**src/rtl/cordic_angle_ctrl_if.sv**
```systemverilog
// Request/response handshake bundle between a client and the CORDIC angle controller.
// The master issues angles and consumes cos/sin; the slave is the controller.
interface cordic_angle_ctrl_if #(
  parameter int unsigned Width = 16
) ();
  logic             req_valid;
  logic             req_ready;
  logic [Width-1:0] angle;
  logic             rsp_valid;
  logic             rsp_ready;
  logic [Width-1:0] cos;
  logic [Width-1:0] sin;
  logic             err;

  modport master (
    output req_valid, angle, rsp_ready,
    input  req_ready, rsp_valid, cos, sin, err
  );

  modport slave (
    input  req_valid, angle, rsp_ready,
    output req_ready, rsp_valid, cos, sin, err
  );
endinterface

```
**src/rtl/cordic_angle_ctrl.sv**
```systemverilog
// Folds a full-circle angle into the CORDIC core's half-circle range, runs the core once,
// and un-folds the result into a held cos/sin response (or an error on range/timeout).
module cordic_angle_ctrl #(
  parameter int unsigned Width      = 16,
  parameter int unsigned FracBits   = 13,
  parameter int          XInit      = 4975,
  parameter int          HalfPi     = 12868,
  parameter int          Pi         = 25736,
  parameter int unsigned TimeoutCyc = 64
) (
  input  logic             clk_i,
  input  logic             rst_i,
  cordic_angle_ctrl_if.slave bus,
  output logic             start_cordic_o,
  output logic [Width-1:0] x0_o,
  output logic [Width-1:0] y0_o,
  output logic [Width-1:0] z0_o,
  input  logic [Width-1:0] xn_i,
  input  logic [Width-1:0] yn_i,
  input  logic             done_tick_cordic_i
);

  if (FracBits >= Width || TimeoutCyc < 2) begin : g_bad_cfg
    $error("cordic_angle_ctrl: FracBits must be < Width and TimeoutCyc >= 2");
  end

  typedef enum logic [1:0] {StIdle, StStart, StWait, StHold} state_e;

  localparam int unsigned CntW = $clog2(TimeoutCyc);
  localparam logic [CntW-1:0] CntLast = CntW'(TimeoutCyc - 1);
  localparam logic signed [Width+1:0] PiE     = (Width+2)'(Pi);
  localparam logic signed [Width+1:0] HalfPiE = (Width+2)'(HalfPi);
  localparam logic [Width-1:0] PiW    = Width'(Pi);
  localparam logic [Width-1:0] XInitW = Width'(XInit);
  localparam logic [Width-1:0] MinNeg = {1'b1, {(Width-1){1'b0}}};
  localparam logic [Width-1:0] MaxPos = {1'b0, {(Width-1){1'b1}}};

  state_e           state_q, state_d;
  logic [CntW-1:0]  cnt_q, cnt_d;
  logic             neg_q, neg_d;
  logic [Width-1:0] x0_q, x0_d, y0_q, y0_d, z0_q, z0_d;
  logic [Width-1:0] cos_q, cos_d, sin_q, sin_d;
  logic             err_q, err_d;

  logic signed [Width+1:0] ang_ext;
  logic [Width-1:0]        z_fold;
  logic                    fold_neg, out_of_range;

  function automatic logic [Width-1:0] neg_sat(input logic [Width-1:0] v);
    return (v == MinNeg) ? MaxPos : Width'(-v);
  endfunction

  // Wrap-around add/sub in Width bits is exact whenever the angle is within +/-Pi.
  always_comb begin
    ang_ext      = (Width+2)'(signed'(bus.angle));
    out_of_range = (ang_ext > PiE) || (ang_ext < -PiE);
    fold_neg     = 1'b1;
    if (ang_ext > HalfPiE) begin
      z_fold = bus.angle - PiW;
    end else if (ang_ext < -HalfPiE) begin
      z_fold = bus.angle + PiW;
    end else begin
      z_fold   = bus.angle;
      fold_neg = 1'b0;
    end
  end

  always_comb begin
    state_d = state_q;
    cnt_d   = cnt_q;
    neg_d   = neg_q;
    x0_d    = x0_q;
    y0_d    = y0_q;
    z0_d    = z0_q;
    cos_d   = cos_q;
    sin_d   = sin_q;
    err_d   = err_q;
    unique case (state_q)
      StIdle: begin
        if (bus.req_valid) begin
          x0_d  = XInitW;
          y0_d  = '0;
          z0_d  = z_fold;
          neg_d = fold_neg;
          if (out_of_range) begin
            err_d   = 1'b1;
            cos_d   = '0;
            sin_d   = '0;
            state_d = StHold;
          end else begin
            state_d = StStart;
          end
        end
      end
      StStart: begin
        cnt_d   = '0;
        state_d = StWait;
      end
      StWait: begin
        // A done tick in the final counted cycle still beats the timeout.
        if (done_tick_cordic_i) begin
          cos_d   = neg_q ? neg_sat(xn_i) : xn_i;
          sin_d   = neg_q ? neg_sat(yn_i) : yn_i;
          err_d   = 1'b0;
          state_d = StHold;
        end else if (cnt_q == CntLast) begin
          cos_d   = '0;
          sin_d   = '0;
          err_d   = 1'b1;
          state_d = StHold;
        end else begin
          cnt_d = cnt_q + 1'b1;
        end
      end
      StHold: begin
        if (bus.rsp_ready) state_d = StIdle;
      end
      default: state_d = StIdle;
    endcase
  end

  always_ff @(posedge clk_i or posedge rst_i) begin
    if (rst_i) begin
      state_q <= StIdle;
      cnt_q   <= '0;
      neg_q   <= 1'b0;
      x0_q    <= '0;
      y0_q    <= '0;
      z0_q    <= '0;
      cos_q   <= '0;
      sin_q   <= '0;
      err_q   <= 1'b0;
    end else begin
      state_q <= state_d;
      cnt_q   <= cnt_d;
      neg_q   <= neg_d;
      x0_q    <= x0_d;
      y0_q    <= y0_d;
      z0_q    <= z0_d;
      cos_q   <= cos_d;
      sin_q   <= sin_d;
      err_q   <= err_d;
    end
  end

  assign bus.req_ready  = (state_q == StIdle);
  assign bus.rsp_valid  = (state_q == StHold);
  assign bus.cos        = cos_q;
  assign bus.sin        = sin_q;
  assign bus.err        = err_q;
  assign start_cordic_o = (state_q == StStart);
  assign x0_o           = x0_q;
  assign y0_o           = y0_q;
  assign z0_o           = z0_q;

endmodule

```
**src/flat_wrapper.sv**
```systemverilog
// flat-port wrapper written by rule: the top's interface ports become plain ports
module cordic_angle_ctrl_flat 
#(
  parameter int unsigned Width      = 16,
  parameter int unsigned FracBits   = 13,
  parameter int          XInit      = 4975,
  parameter int          HalfPi     = 12868,
  parameter int          Pi         = 25736,
  parameter int unsigned TimeoutCyc = 64
)
  (clk_i, rst_i, start_cordic_o, x0_o, y0_o, z0_o, xn_i, yn_i, done_tick_cordic_i, bus_req_valid, bus_angle, bus_rsp_ready, bus_req_ready, bus_rsp_valid, bus_cos, bus_sin, bus_err);
  cordic_angle_ctrl_if #(.Width(Width)) bus_i ();
  input  logic clk_i;
  input  logic rst_i;
  output logic start_cordic_o;
  output logic [Width-1:0] x0_o;
  output logic [Width-1:0] y0_o;
  output logic [Width-1:0] z0_o;
  input  logic [Width-1:0] xn_i;
  input  logic [Width-1:0] yn_i;
  input  logic done_tick_cordic_i;
  input wire logic [$bits(bus_i.req_valid)-1:0] bus_req_valid;
  input wire logic [$bits(bus_i.angle)-1:0] bus_angle;
  input wire logic [$bits(bus_i.rsp_ready)-1:0] bus_rsp_ready;
  output wire logic [$bits(bus_i.req_ready)-1:0] bus_req_ready;
  output wire logic [$bits(bus_i.rsp_valid)-1:0] bus_rsp_valid;
  output wire logic [$bits(bus_i.cos)-1:0] bus_cos;
  output wire logic [$bits(bus_i.sin)-1:0] bus_sin;
  output wire logic [$bits(bus_i.err)-1:0] bus_err;
  assign bus_i.req_valid = bus_req_valid;
  assign bus_i.angle = bus_angle;
  assign bus_i.rsp_ready = bus_rsp_ready;
  assign bus_req_ready = bus_i.req_ready;
  assign bus_rsp_valid = bus_i.rsp_valid;
  assign bus_cos = bus_i.cos;
  assign bus_sin = bus_i.sin;
  assign bus_err = bus_i.err;
  cordic_angle_ctrl #(.Width(Width), .FracBits(FracBits), .XInit(XInit), .HalfPi(HalfPi), .Pi(Pi), .TimeoutCyc(TimeoutCyc)) u_core (.clk_i(clk_i), .rst_i(rst_i), .bus(bus_i), .start_cordic_o(start_cordic_o), .x0_o(x0_o), .y0_o(y0_o), .z0_o(z0_o), .xn_i(xn_i), .yn_i(yn_i), .done_tick_cordic_i(done_tick_cordic_i));
endmodule
```
**config.mk**
```make
export PLATFORM = sky130hd
export DESIGN_NAME = cordic_angle_ctrl_flat
export DESIGN_NICKNAME = d
export VERILOG_FILES = /design/src/rtl/cordic_angle_ctrl_if.sv /design/src/rtl/cordic_angle_ctrl.sv /design/src/flat_wrapper.sv
export SDC_FILE = /design/constraint.sdc
export NUM_CORES = 1
export LEC_CHECK = 0
export ABC_CLOCK_PERIOD_IN_PS = 2300
export CORE_MARGIN = 4
export CORE_UTILIZATION = 40
export DETAILED_ROUTE_END_ITERATION = 12
export GPL_ROUTABILITY_DRIVEN = 0
export PLACE_DENSITY = 0.74
export SLEW_MARGIN = 30
export SYNTH_ARGS = -nofsm -noshare
export SYNTH_HDL_FRONTEND = slang
export SYNTH_SLANG_ARGS = --single-unit
export TNS_END_PERCENT = 100
```
**constraint.sdc**
```tcl
create_clock -name clk_i -period 2.3 [get_ports clk_i]
set_input_delay 0.23 -clock clk_i [delete_from_list [all_inputs] [get_ports clk_i]]
set_output_delay 0.23 -clock clk_i [all_outputs]
set_load 0.01 [all_outputs]
```
==> results of run 1 <==
[kinds of logic after synthesis]
group | count (synthesis)
muxes | 2
AOI/OAI and AO/OA | 167
buffers and inverters | 81
xor gates and xnor gates | 24
other | 1
DFF | 59
adders and majority gates | 10
and+or+nand+nor | 172
[placed cells by master, fill, tap and decap left out, drive strengths merged, types with 6 or more instances in the layout]
cell,count
a211oi,7
a21oi,17
a22o,6
a31oi,10
and3,6
buf,81
clkbuf,12
clkdlybuf4s50,113
conb,23
dfrtp,59
ha,10
inv,17
nand2,79
nand2b,6
nand3,8
nand4,6
nor2,18
nor3,12
nor4,6
o211ai,6
o21ai,67
o31ai,13
or3,8
xnor2,17
xor2,7
[sequential cells by signal, indices dropped and copies added, names as in the netlist]
register,flops
u_core.bus.cos,16
u_core.bus.sin,16
u_core.z0_o,16
u_core.cnt_q,6
u_core.state_q,2
u_core.bus.err,1
u_core.neg_q,1
u_core.x0_o,1
[cell type report]
cell class,instances,share of cell area
Clock inverter,4,0.0118
Timing Repair Buffer,194,0.284
Multi-Input combinational cell,398,0.401
Tap cell,136,0.0276
Sequential cell,59,0.240
Clock buffer,12,0.0252
Inverter,17,0.0104
[timing repair]
action	CTS	global route
setup endpoints to repair	0	7
resized for setup	0	5
hold endpoints to repair	0	0
[power groups by stage]
| stage | combinational [mW] | sequential [mW] | clock (mW) |
|---|---|---|---|
| 2_1_floorplan | 1.41 | 1.86 | 0 |
| 3_3_place_gp | 2.87 | 1.74 | 0 |
| 4_1_cts | 2.96 | 1.74 | 1.12 |
| 6_report | 2.95 | 1.73 | 1.09 |
| 5_1_grt | 3.23 | 1.79 | 1.16 |
| 3_5_place_dp | 2.94 | 1.75 | 0 |
[worst max path at each step]
stage | slack (ns) | endpoint | start
detailed placement | -0.25 | u_core.bus.cos[11] | xn_i[3]
global route | 0.009 | u_core.z0_o[12] | bus_angle[9]
global placement | -0.23 | u_core.bus.cos[11] | xn_i[3]
finish | 0.07 | u_core.bus.cos[11] | xn_i[3]
CTS | 0.1 | u_core.bus.cos[11] | xn_i[3]
floorplan | 0.15 | u_core.bus.sin[6] | u_core.cnt_q[0]
[worst max-delay path, delay by kind of cell]
kind | cells | cell delay (ns)
buffers and inverters | 2 | 0.57
AOI/OAI and AO/OA | 3 | 0.56
and+or+nand+nor | 2 | 1.14
[through the flow]
| stage | hold WS (ns) | instances |
|---|---|---|
| 2_1_floorplan | 0.335 | 538 |
| 3_3_place_gp | 0.459 | 804 |
| 3_5_place_dp | 0.468 | 804 |
| 4_1_cts | 0.310 | 820 |
| 5_1_grt | 0.364 | 820 |
| 6_report | 0.302 | 820 |
[metal layers]
metal / part of all wire / wire length, µm / vias to the layer above
li1: - / - / 2148
met1: 0.42 / 5160 / 2123
met2: 0.50 / 6160 / 173
met3: 0.070 / 862 / 27
met4: 0.017 / 209 / 0
met5: 0 / 0 / -
==> reports/qor.tcl, run 1 <==
set qor(setup_viol_count_final) 0
set qor(row_count) 37
set qor(timing.final.hold_violations) 0
set qor(die_h_um) 111
set qor(critical_path_arrival_ns) 2.49
set qor(timing_worst_setup_path_type) {input pin to flip-flop}
set qor(yosys.area_share.xor_xnor) 0.0494
set qor(slew-limit-headroom) 0.588
set qor(filler_cell_count) 902
set qor(multi_input_comb_area_mm2) 0.00247
set qor(grt_setup_unrepaired) {false}
set qor(tritoncts) {done}
set qor(crit-reg2reg-capture) {u_core.bus.sin[15]}
set qor(vdd_drop_max_mv) 0.457
set qor(setup_total_negative_slack_ns) 0
set qor(grt_max_degree) 34
set qor(power.density_mw_per_mm2) 936
set qor(critPathRequiredTime_ns) 2.56
set qor(vias_in_the_first_global_route) 4247
set qor(yosys_register_bits) 59
set qor(placement.io_buffers) 113
set qor(wl_per_cell_um) 15.1
set qor(gate_count_after_technology_mapping) 516
set qor(routed_wirelength_um) 12400
set qor(avgSynthCellArea_um2) 8.25
set qor(fin_nets) 742
set qor(reg2reg_setup_slack_ns) 0.22
set qor(placed_cell_area_mm2) 0.00590
set qor(synth_edf_count) 0
set qor(period_minus_slack_ns) 2.23
set qor(grt_antenna_before_repair) 0
set qor(cts-htree-levels) 3
set qor(detailed_place_hpwl_um) 9670
set qor(power.share.sequential) 0.301
set qor(synth_top_family_by_area) {compound AO/OA/AOI/OAI gates}
set qor(power.leakage_nw) 2.63
set qor(globalRouteMet3Util) 0.0459
set qor(postCtsSetupRepairBufs) 0
set qor(timing.clock.skew_ns) 0.0110
set qor(postSynth.asyncResetShare) 1.00
set qor(worst_setup_slack_post_dpl_ns) -0.246
set qor(routed_via_density) 5.45
set qor(sw_frac_of_total) 0.372
set qor(yosys_warnings) 0
set qor(p_clk_frac) 0.188
set qor(initialDrtViolationCount) 204
set qor(dieArea_mm2) 0.0124
set qor(root_driver) {sky130_fd_sc_hd__clkbuf_8}
set qor(post_route_cells_drive_above_1_share) 0.167
set qor(synth.cell_area_mm2) 0.00426
set qor(cp_slowest_stage_delay_ns) 0.59
set qor(netSwitchingPower_mw) 2.15
set qor(synthDominantCellAreaShare) 0.347
set qor(placeableCoreArea_mm2) 0.0104
set qor(global_route.peak_usage_layer) {met2}
set qor(clockBufferDepth) 2
set qor(cpMaxStageDelayCell) {sky130_fd_sc_hd__or4_4}
set qor(timing.final.max_slew_violations) 0
set qor(final.setup.worst_slack_ns) 0.0676
set qor(synth_compound_area_frac) 0.256
set qor(post-route-drc-count) 0
set qor(status) {complete, no violations}
set qor(drv.max_cap_violation_count) 0
set qor(end_kind) {flip-flop}
set qor(cts-buffers-inserted) 9
set qor(grt_usage) 0.195
set qor(regToRegStartpoint) {u_core.state_q[0]}
set qor(top_level_ports) 137
set qor(detailroute.via_count) 4471
set qor(worst_r2r_path_depth) 9
set qor(globalRouteMet1Util) 0.242
set qor(worst_path_most_repeated_cell) {sky130_fd_sc_hd__or4_4}
set qor(area.growth.synth_to_final_pct) 44.6
set qor(dominantRegCellSynth) {sky130_fd_sc_hd__dfrtp_1}
set qor(antenna_left) 0
set qor(total_chip_power_mw) 5.77
set qor(synth.yosys.seq_area_share) 0.347
set qor(finish.instance_area_mm2) 0.00616
set qor(clock_pin_slew_reported_for_the_worst_setup_and_hold_paths_after_clock_tree_synthesis_ns) 0.07
set qor(worstHoldPathType) {input pin to asynchronous set/reset pin}
set qor(launching_element_type_of_the_critical_path) {input pin}
set qor(die_span_x_um) 111
set qor(power_report.internal_total_mw) 3.62
set qor(pwr-share-comb) 0.511
set qor(clock_latency_ns) 0.33
set qor(antenna-diode-count) 0
set qor(yosysMostFrequentCell) {sky130_fd_sc_hd__nand2_1}
set qor(ys_top_cells_by_area) {sky130_fd_sc_hd__dfrtp_1 (35%), sky130_fd_sc_hd__o21ai_0 (7.9%), sky130_fd_sc_hd__nand2_1 (7.0%)}
set qor(area.sequential_mm2) 0.00148
set qor(met2_routing_resource_usage_after_global_routing) 0.334
set qor(synthMuxAreaShare) 0.00470
set qor(worst_pin_slew_ns) 0.617
set qor(synth_largest_area_cell) {sky130_fd_sc_hd__dfrtp_1}
set qor(hold_buffers) 0
set qor(final_util) 0.594
set qor(crit_fanout) 5
set qor(synth_adder_area_share) 0.0294
set qor(tritoncts_num_sinks) 59
set qor(synth_cell_type_count) 66
set qor(global_route_wire_length_before_repair_um) 20300
set qor(synth.top_cells.by_count) {sky130_fd_sc_hd__nand2_1 (79), sky130_fd_sc_hd__o21ai_0 (67), sky130_fd_sc_hd__dfrtp_1 (59)}
set qor(timing.fmax_mhz) 448
set qor(fin_crit_sh) 0.971
set qor(ordered_cell_list_for_the_critical_path) {clkdlybuf4s50_1 > or4_4 > or4_4 > o31a_1 > buf_4 > a21oi_1 > a22o_1}
set qor(grt.overflow.total) 0
set qor(drt-pass1-iter-count) 5
set qor(synthSimpleGateAreaFrac) 0.211
set qor(floorplan.initialDensity) 0.411
No activity file was read; power rests on OpenSTA's default activity.
==> inputs of run 2 (changes only) <==
--- a/config.mk
+++ b/config.mk
@@ -10,7 +10,7 @@
 export CORE_UTILIZATION = 40
 export DETAILED_ROUTE_END_ITERATION = 12
 export GPL_ROUTABILITY_DRIVEN = 0
-export PLACE_DENSITY = 0.74
+export PLACE_DENSITY = 0.82
 export SLEW_MARGIN = 30
 export SYNTH_ARGS = -nofsm -noshare
 export SYNTH_HDL_FRONTEND = slang
==> reports/qor.tcl, run 2 (synthesized netlist as in run 1, its figures left out) <==
set qor(cp_slowest_stage_delay_ns) 0.48 ;# -0.11 ns
set qor(timing.final.max_slew_violations) 0 ;# unchanged
set qor(final.setup.worst_slack_ns) 0.0601 ;# -0.00752 ns
set qor(tritoncts) {done}
set qor(wl_per_cell_um) 15.8 ;# +4.3%
set qor(drt-pass1-iter-count) 4 ;# -1
set qor(antenna_left) 0 ;# unchanged
set qor(timing_worst_setup_path_type) {input pin to flip-flop}
set qor(grt_antenna_before_repair) 0 ;# unchanged
set qor(crit_fanout) 25 ;# +20
set qor(worstHoldPathType) {input pin to asynchronous set/reset pin}
set qor(vias_in_the_first_global_route) 4517 ;# +6.4%
set qor(hold_worst_slack_ns) 0.298 ;# -0.00353 ns
set qor(grt_setup_unrepaired) {false}
set qor(reg2reg_setup_slack_ns) 0.15 ;# -0.07 ns
set qor(post-route-drc-count) 0 ;# unchanged
set qor(ordered_cell_list_for_the_critical_path) {clkdlybuf4s50_1 > buf_4 > nor4_1 > o211ai_1 > and3_1 > o21bai_4 > buf_4 > o21ai_0}
set qor(filler_cell_count) 915 ;# +1.4%
set qor(die_span_x_um) 111 ;# unchanged
set qor(setup_total_negative_slack_ns) 0 ;# unchanged
set qor(timing.clock.skew_ns) 0.00826 ;# -0.00275 ns
set qor(end_kind) {flip-flop}
set qor(setup_viol_count_final) 0 ;# unchanged
set qor(placement.io_buffers) 113 ;# unchanged
set qor(routed_via_density) 5.57 ;# +2.2%
set qor(cpMaxStageDelayCell) {sky130_fd_sc_hd__clkdlybuf4s50_1}
set qor(global_route_wire_length_before_repair_um) 21400 ;# +5.0%
set qor(clock_latency_ns) 0.33 ;# about the same
set qor(cts-buffers-inserted) 9 ;# unchanged
set qor(drv.max_cap_violation_count) 0 ;# unchanged
set qor(detailed_place_hpwl_um) 9870 ;# +2.1%
set qor(crit-reg2reg-capture) {u_core.bus.cos[1]}
set qor(fin_nets) 737 ;# -0.67%
set qor(timing.fmax_mhz) 446 ;# -0.34%
set qor(row_count) 37 ;# unchanged
set qor(power.leakage_nw) 2.63 ;# about the same
set qor(power.density_mw_per_mm2) 957 ;# +2.2%
set qor(clock_pin_slew_reported_for_the_worst_setup_and_hold_paths_after_clock_tree_synthesis_ns) 0.07 ;# about the same
set qor(die_h_um) 111 ;# unchanged
set qor(regToRegStartpoint) {u_core.cnt_q[0]}
set qor(final_common_cell) {sky130_fd_sc_hd__clkdlybuf4s50_1}
set qor(cts-htree-levels) 3 ;# unchanged
set qor(clockBufferDepth) 2 ;# unchanged
set qor(vdd_drop_max_mv) 0.415 ;# -9.1%
set qor(launching_element_type_of_the_critical_path) {input pin}
set qor(root_driver) {sky130_fd_sc_hd__clkbuf_8}
set qor(placeableCoreArea_mm2) 0.0104 ;# unchanged
set qor(timing.final.hold_violations) 0 ;# unchanged
set qor(top_level_ports) 137 ;# unchanged
set qor(critPathRequiredTime_ns) 2.50 ;# -0.06 ns
set qor(period_minus_slack_ns) 2.24 ;# +0.00752 ns
set qor(worst_r2r_path_depth) 8 ;# -1
set qor(initialDrtViolationCount) 239 ;# +17%
set qor(worst_setup_slack_post_dpl_ns) -0.279 ;# -0.0335 ns
set qor(routed_wirelength_um) 12900 ;# +3.7%
set qor(floorplan.initialDensity) 0.411 ;# unchanged
set qor(area.growth.synth_to_final_pct) 44.2
set qor(fin_crit_sh) 0.974 ;# +0.00327
set qor(hold_buffers) 0 ;# unchanged
set qor(worst_path_most_repeated_cell) {sky130_fd_sc_hd__buf_4}
set qor(dieArea_mm2) 0.0124 ;# unchanged
set qor(postCtsSetupRepairBufs) 0 ;# unchanged
set qor(grt_usage) 0.206 ;# +0.0110
set qor(slew-limit-headroom) 0.591 ;# +0.00255
set qor(status) {complete, no violations}
set qor(top_library_cells_by_usage_in_the_layout_fill_and_taps_aside) {sky130_fd_sc_hd__clkdlybuf4s50_1 (113), sky130_fd_sc_hd__nand2_1 (79), sky130_fd_sc_hd__buf_4 (73)}
set qor(post_route_cells_drive_above_1_share) 0.158 ;# -0.00908
set qor(antenna-diode-count) 0 ;# unchanged
set qor(tritoncts_num_sinks) 59 ;# unchanged
set qor(grt.overflow.total) 0 ;# unchanged
set qor(grt_max_degree) 31 ;# -8.8%
set qor(critical_path_arrival_ns) 2.44 ;# -0.05 ns
set qor(worst_pin_slew_ns) 0.613 ;# -0.00381 ns
set qor(detailroute.via_count) 4543 ;# +1.6%
[run 2: worst max path at each step]
stage,depth (start not counted),to,slack [ns],start
final,8,u_core.bus.cos[1],0.06,bus_angle[4]
after floorplan,8,u_core.bus.sin[6],0.15,u_core.cnt_q[0]
after CTS,9,u_core.z0_o[11],0.08,bus_angle[4]
after detailed placement,9,u_core.z0_o[11],-0.28,bus_angle[4]
after global routing,7,u_core.z0_o[13],0.01,bus_angle[9]
after global placement,7,u_core.bus.cos[11],-0.22,xn_i[3]
[run 2: metrics by stage]
stage / util / power (mW) / instances / instance area [µm²]
finish: 0.592 / 5.88 / 815 / 6140
global route: 0.592 / 6.29 / 815 / 6140
CTS: 0.591 / 5.91 / 815 / 6130
detailed placement: 0.568 / 4.71 / 799 / 5890
global placement: 0.568 / 4.58 / 799 / 5890
floorplan: - / 3.27 / 538 / 4340
[run 2: worst max-delay path, delay by kind of cell]
| family | cells | cell delay, ns |
|---|---|---|
| buf+inv | 3 | 0.95 |
| simple gates | 2 | 0.69 |
| compound gates | 3 | 0.57 |
[run 2: area by class of cell]
class / count / area, µm² / share of cell area
Multi-Input combinational cell: 398 / 2450 / 0.399
Timing Repair Buffer: 189 / 1740 / 0.283
Sequential cell: 59 / 1480 / 0.240
Tap cell: 136 / 170 / 0.0277
Clock buffer: 11 / 141 / 0.0230
Clock inverter: 5 / 100 / 0.0163
Inverter: 17 / 63.8 / 0.0104
[run 2: where the power goes]
group / leakage [nW] / total [mW] / switching [mW] / internal (mW)
logic: 1.73 / 2.95 / 1.45 / 1.50
registers: 0.770 / 1.74 / 0.294 / 1.45
clock network: 0.123 / 1.18 / 0.435 / 0.747
[run 2: what timing repair did]
action                                  CTS  global route
endpoints found under the hold margin     0             0
gates resized for setup                   0             2
endpoints found under the setup margin    0             4
[run 2: layer usage]
layer	share of wire	wire, µm	global-route usage
met1	0.40	5140	0.250
met2	0.50	6480	0.364
met3	0.080	1020	0.0464
met4	0.016	210	0.0608
met5	0	0	0
==> inputs of run 3 (changes only) <==
--- a/config.mk
+++ b/config.mk
@@ -9,8 +9,9 @@
 export CORE_MARGIN = 4
 export CORE_UTILIZATION = 40
 export DETAILED_ROUTE_END_ITERATION = 12
+export DONT_BUFFER_PORTS = 1
 export GPL_ROUTABILITY_DRIVEN = 0
-export PLACE_DENSITY = 0.82
+export PLACE_DENSITY = 0.64
 export SLEW_MARGIN = 30
 export SYNTH_ARGS = -nofsm -noshare
 export SYNTH_HDL_FRONTEND = slang
==> reports/qor.tcl, run 3 (synthesized netlist as in run 1, its figures left out) <==
set qor(final.setup.worst_slack_ns) 0.135 ;# +0.0753 ns
set qor(fin_crit_sh) 0.941 ;# -0.0327
set qor(initialDrtViolationCount) 253 ;# +5.9%
set qor(tritoncts_num_sinks) 59 ;# unchanged
set qor(setup_viol_count_final) 0 ;# unchanged
set qor(worstHoldPathCells) 1
set qor(detailroute.via_count) 3780 ;# -17%
set qor(critical_path_buf_inv_count) 2 ;# -1
set qor(global_route_wire_length_before_repair_um) 18300 ;# -14%
set qor(grt_antenna_before_repair) 0 ;# unchanged
set qor(final_common_cell) {sky130_fd_sc_hd__nand2_1}
set qor(worst_setup_slack_post_dpl_ns) 0.136 ;# +0.416 ns
set qor(end_kind) {flip-flop}
set qor(cp_top_family) {compound AO/OA/AOI/OAI gates}
set qor(post-route-drc-count) 0 ;# unchanged
set qor(power.leakage_nw) 1.89 ;# -28%
set qor(ordered_cell_list_for_the_critical_path) {inv_1 > ha_1 > inv_1 > a311oi_2 > a21o_1 > o21bai_4 > nor2_1 > a22o_1}
set qor(timing_worst_setup_path_type) {flip-flop to flip-flop}
set qor(timing.clock.skew_ns) 0.0129 ;# +0.00460 ns
set qor(worstHoldPathType) {input pin to flip-flop}
set qor(finish.instance_area_mm2) 0.00452 ;# -26%
set qor(antenna_left) 0 ;# unchanged
set qor(antenna-diode-count) 0 ;# unchanged
set qor(crit-reg2reg-capture) {u_core.bus.cos[9]}
set qor(slew-limit-headroom) 0.613 ;# +0.0221
set qor(root_driver) {sky130_fd_sc_hd__clkbuf_8}
set qor(tritoncts) {done}
set qor(hp-start) {bus_angle[14]}
set qor(placement.io_buffers) 0 ;# -100%
set qor(worst_pin_slew_ns) 0.581 ;# -0.0323 ns
set qor(cts-buffers-inserted) 9 ;# unchanged
set qor(resized_cells_post_cts) 0 ;# unchanged
set qor(postCtsSetupRepairBufs) 0 ;# unchanged
set qor(placed_cells) 627 ;# -22%
set qor(detailed_place_hpwl_um) 8200 ;# -17%
set qor(dieArea_mm2) 0.0124 ;# unchanged
set qor(placeableCoreArea_mm2) 0.0104 ;# unchanged
set qor(final_util) 0.436 ;# -0.156
set qor(regToRegStartpoint) {u_core.state_q[0]}
set qor(grt.overflow.total) 0 ;# unchanged
set qor(area.growth.synth_to_final_pct) 6.08
set qor(filler_cell_count) 1040 ;# +14%
set qor(launching_element_type_of_the_critical_path) {flip-flop}
set qor(critPathRequiredTime_ns) 2.52 ;# +0.02 ns
set qor(crit_fanout) 17 ;# -32%
set qor(fin_nets) 569 ;# -23%
set qor(placed_cell_area_mm2) 0.00429 ;# -27%
set qor(power.density_mw_per_mm2) 1020 ;# +6.5%
set qor(clockBufferDepth) 2 ;# unchanged
set qor(clock_pin_slew_reported_for_the_worst_setup_and_hold_paths_after_clock_tree_synthesis_ns) 0.07 ;# about the same
set qor(total_chip_power_mw) 4.60 ;# -22%
set qor(wl_per_cell_um) 17.1 ;# +8.7%
set qor(floorplan.initialDensity) 0.411 ;# unchanged
set qor(hold_worst_slack_ns) 0.0222 ;# -0.276 ns
set qor(cts-htree-levels) 3 ;# unchanged
set qor(instances_no_fill) 647 ;# -21%
set qor(top_level_ports) 137 ;# unchanged
set qor(min_delay_worst_endpoint) {u_core.z0_o[14]}
set qor(timing.fmax_mhz) 462 ;# +3.5%
set qor(worst_r2r_path_depth) 8 ;# unchanged
set qor(worst_path_most_repeated_cell) {sky130_fd_sc_hd__inv_1}
set qor(row_count) 37 ;# unchanged
set qor(grt_usage) 0.177 ;# -0.0287
set qor(top_library_cells_by_usage_in_the_layout_fill_and_taps_aside) {sky130_fd_sc_hd__nand2_1 (79), sky130_fd_sc_hd__o21ai_0 (67), sky130_fd_sc_hd__dfrtp_1 (59)}
set qor(grt_setup_unrepaired) {true}
set qor(drv.max_cap_violation_count) 0 ;# unchanged
set qor(vias_in_the_first_global_route) 3613 ;# -20%
set qor(timing.final.max_slew_violations) 0 ;# unchanged
set qor(critical_path_arrival_ns) 2.39 ;# -0.05 ns
set qor(reg2reg_setup_slack_ns) 0.14 ;# about the same
set qor(routed_wirelength_um) 11100 ;# -14%
set qor(die_span_x_um) 111 ;# unchanged
set qor(status) {complete, no violations}
set qor(routed_via_density) 5.84 ;# +4.8%
set qor(vdd_drop_max_mv) 0.409 ;# -1.5%
set qor(timing.final.hold_violations) 0 ;# unchanged
set qor(cp_slowest_stage_delay_ns) 0.40 ;# -0.08 ns
set qor(period_minus_slack_ns) 2.16 ;# -0.0753 ns
set qor(die_h_um) 111 ;# unchanged
set qor(cpMaxStageDelayCell) {sky130_fd_sc_hd__dfrtp_1}
set qor(clock_latency_ns) 0.34 ;# about the same
set qor(setup_total_negative_slack_ns) 0 ;# unchanged
set qor(post_route_cells_drive_above_1_share) 0.0900 ;# -0.0676
set qor(drt-pass1-iter-count) 5 ;# +1
set qor(grt_max_degree) 60 ;# +94%
## run 3: worst max-delay path by stage
stage                            from           endpoint  slack [ns]  cells past startpoint
finish              u_core.state_q[0]  u_core.bus.cos[9]        0.14                      8
global route        u_core.state_q[0]  u_core.bus.cos[9]       -0.01                      8
CTS                 u_core.state_q[0]  u_core.bus.cos[9]        0.12                      8
detailed placement  u_core.state_q[0]  u_core.bus.cos[9]        0.14                      8
global placement         bus_angle[6]  u_core.bus.cos[9]        0.22                      6
floorplan             u_core.cnt_q[0]  u_core.bus.sin[6]        0.15                      8
## run 3: per-layer routing
metal | part of all wire | routed length [µm] | GRT usage
met1 | 0.41 | 4530 | 0.214
met2 | 0.47 | 5250 | 0.293
met3 | 0.11 | 1180 | 0.0688
met4 | 0.011 | 126 | 0.0519
met5 | 0 | 0 | 0
## run 3: final cells by class
| class | count | area (µm²) | area share |
|---|---|---|---|
| Clock inverter | 5 | 53.8 | 0.0119 |
| Inverter | 17 | 63.8 | 0.0141 |
| Timing Repair Buffer | 21 | 180 | 0.0399 |
| Multi-Input combinational cell | 398 | 2440 | 0.541 |
| Sequential cell | 59 | 1480 | 0.327 |
| Clock buffer | 11 | 131 | 0.0291 |
| Tap cell | 136 | 170 | 0.0377 |
## run 3: power breakdown
part	switching, mW	internal [mW]
registers	0.509	1.45
clock network	0.427	0.498
logic	0.995	0.723
total	1.93	2.67
## run 3: timing repair
| action | in CTS | in global routing |
|---|---|---|
| hold buffers | 4 | 0 |
| setup endpoints to repair | 0 | 4 |
| hold endpoints to repair | 62 | 0 |
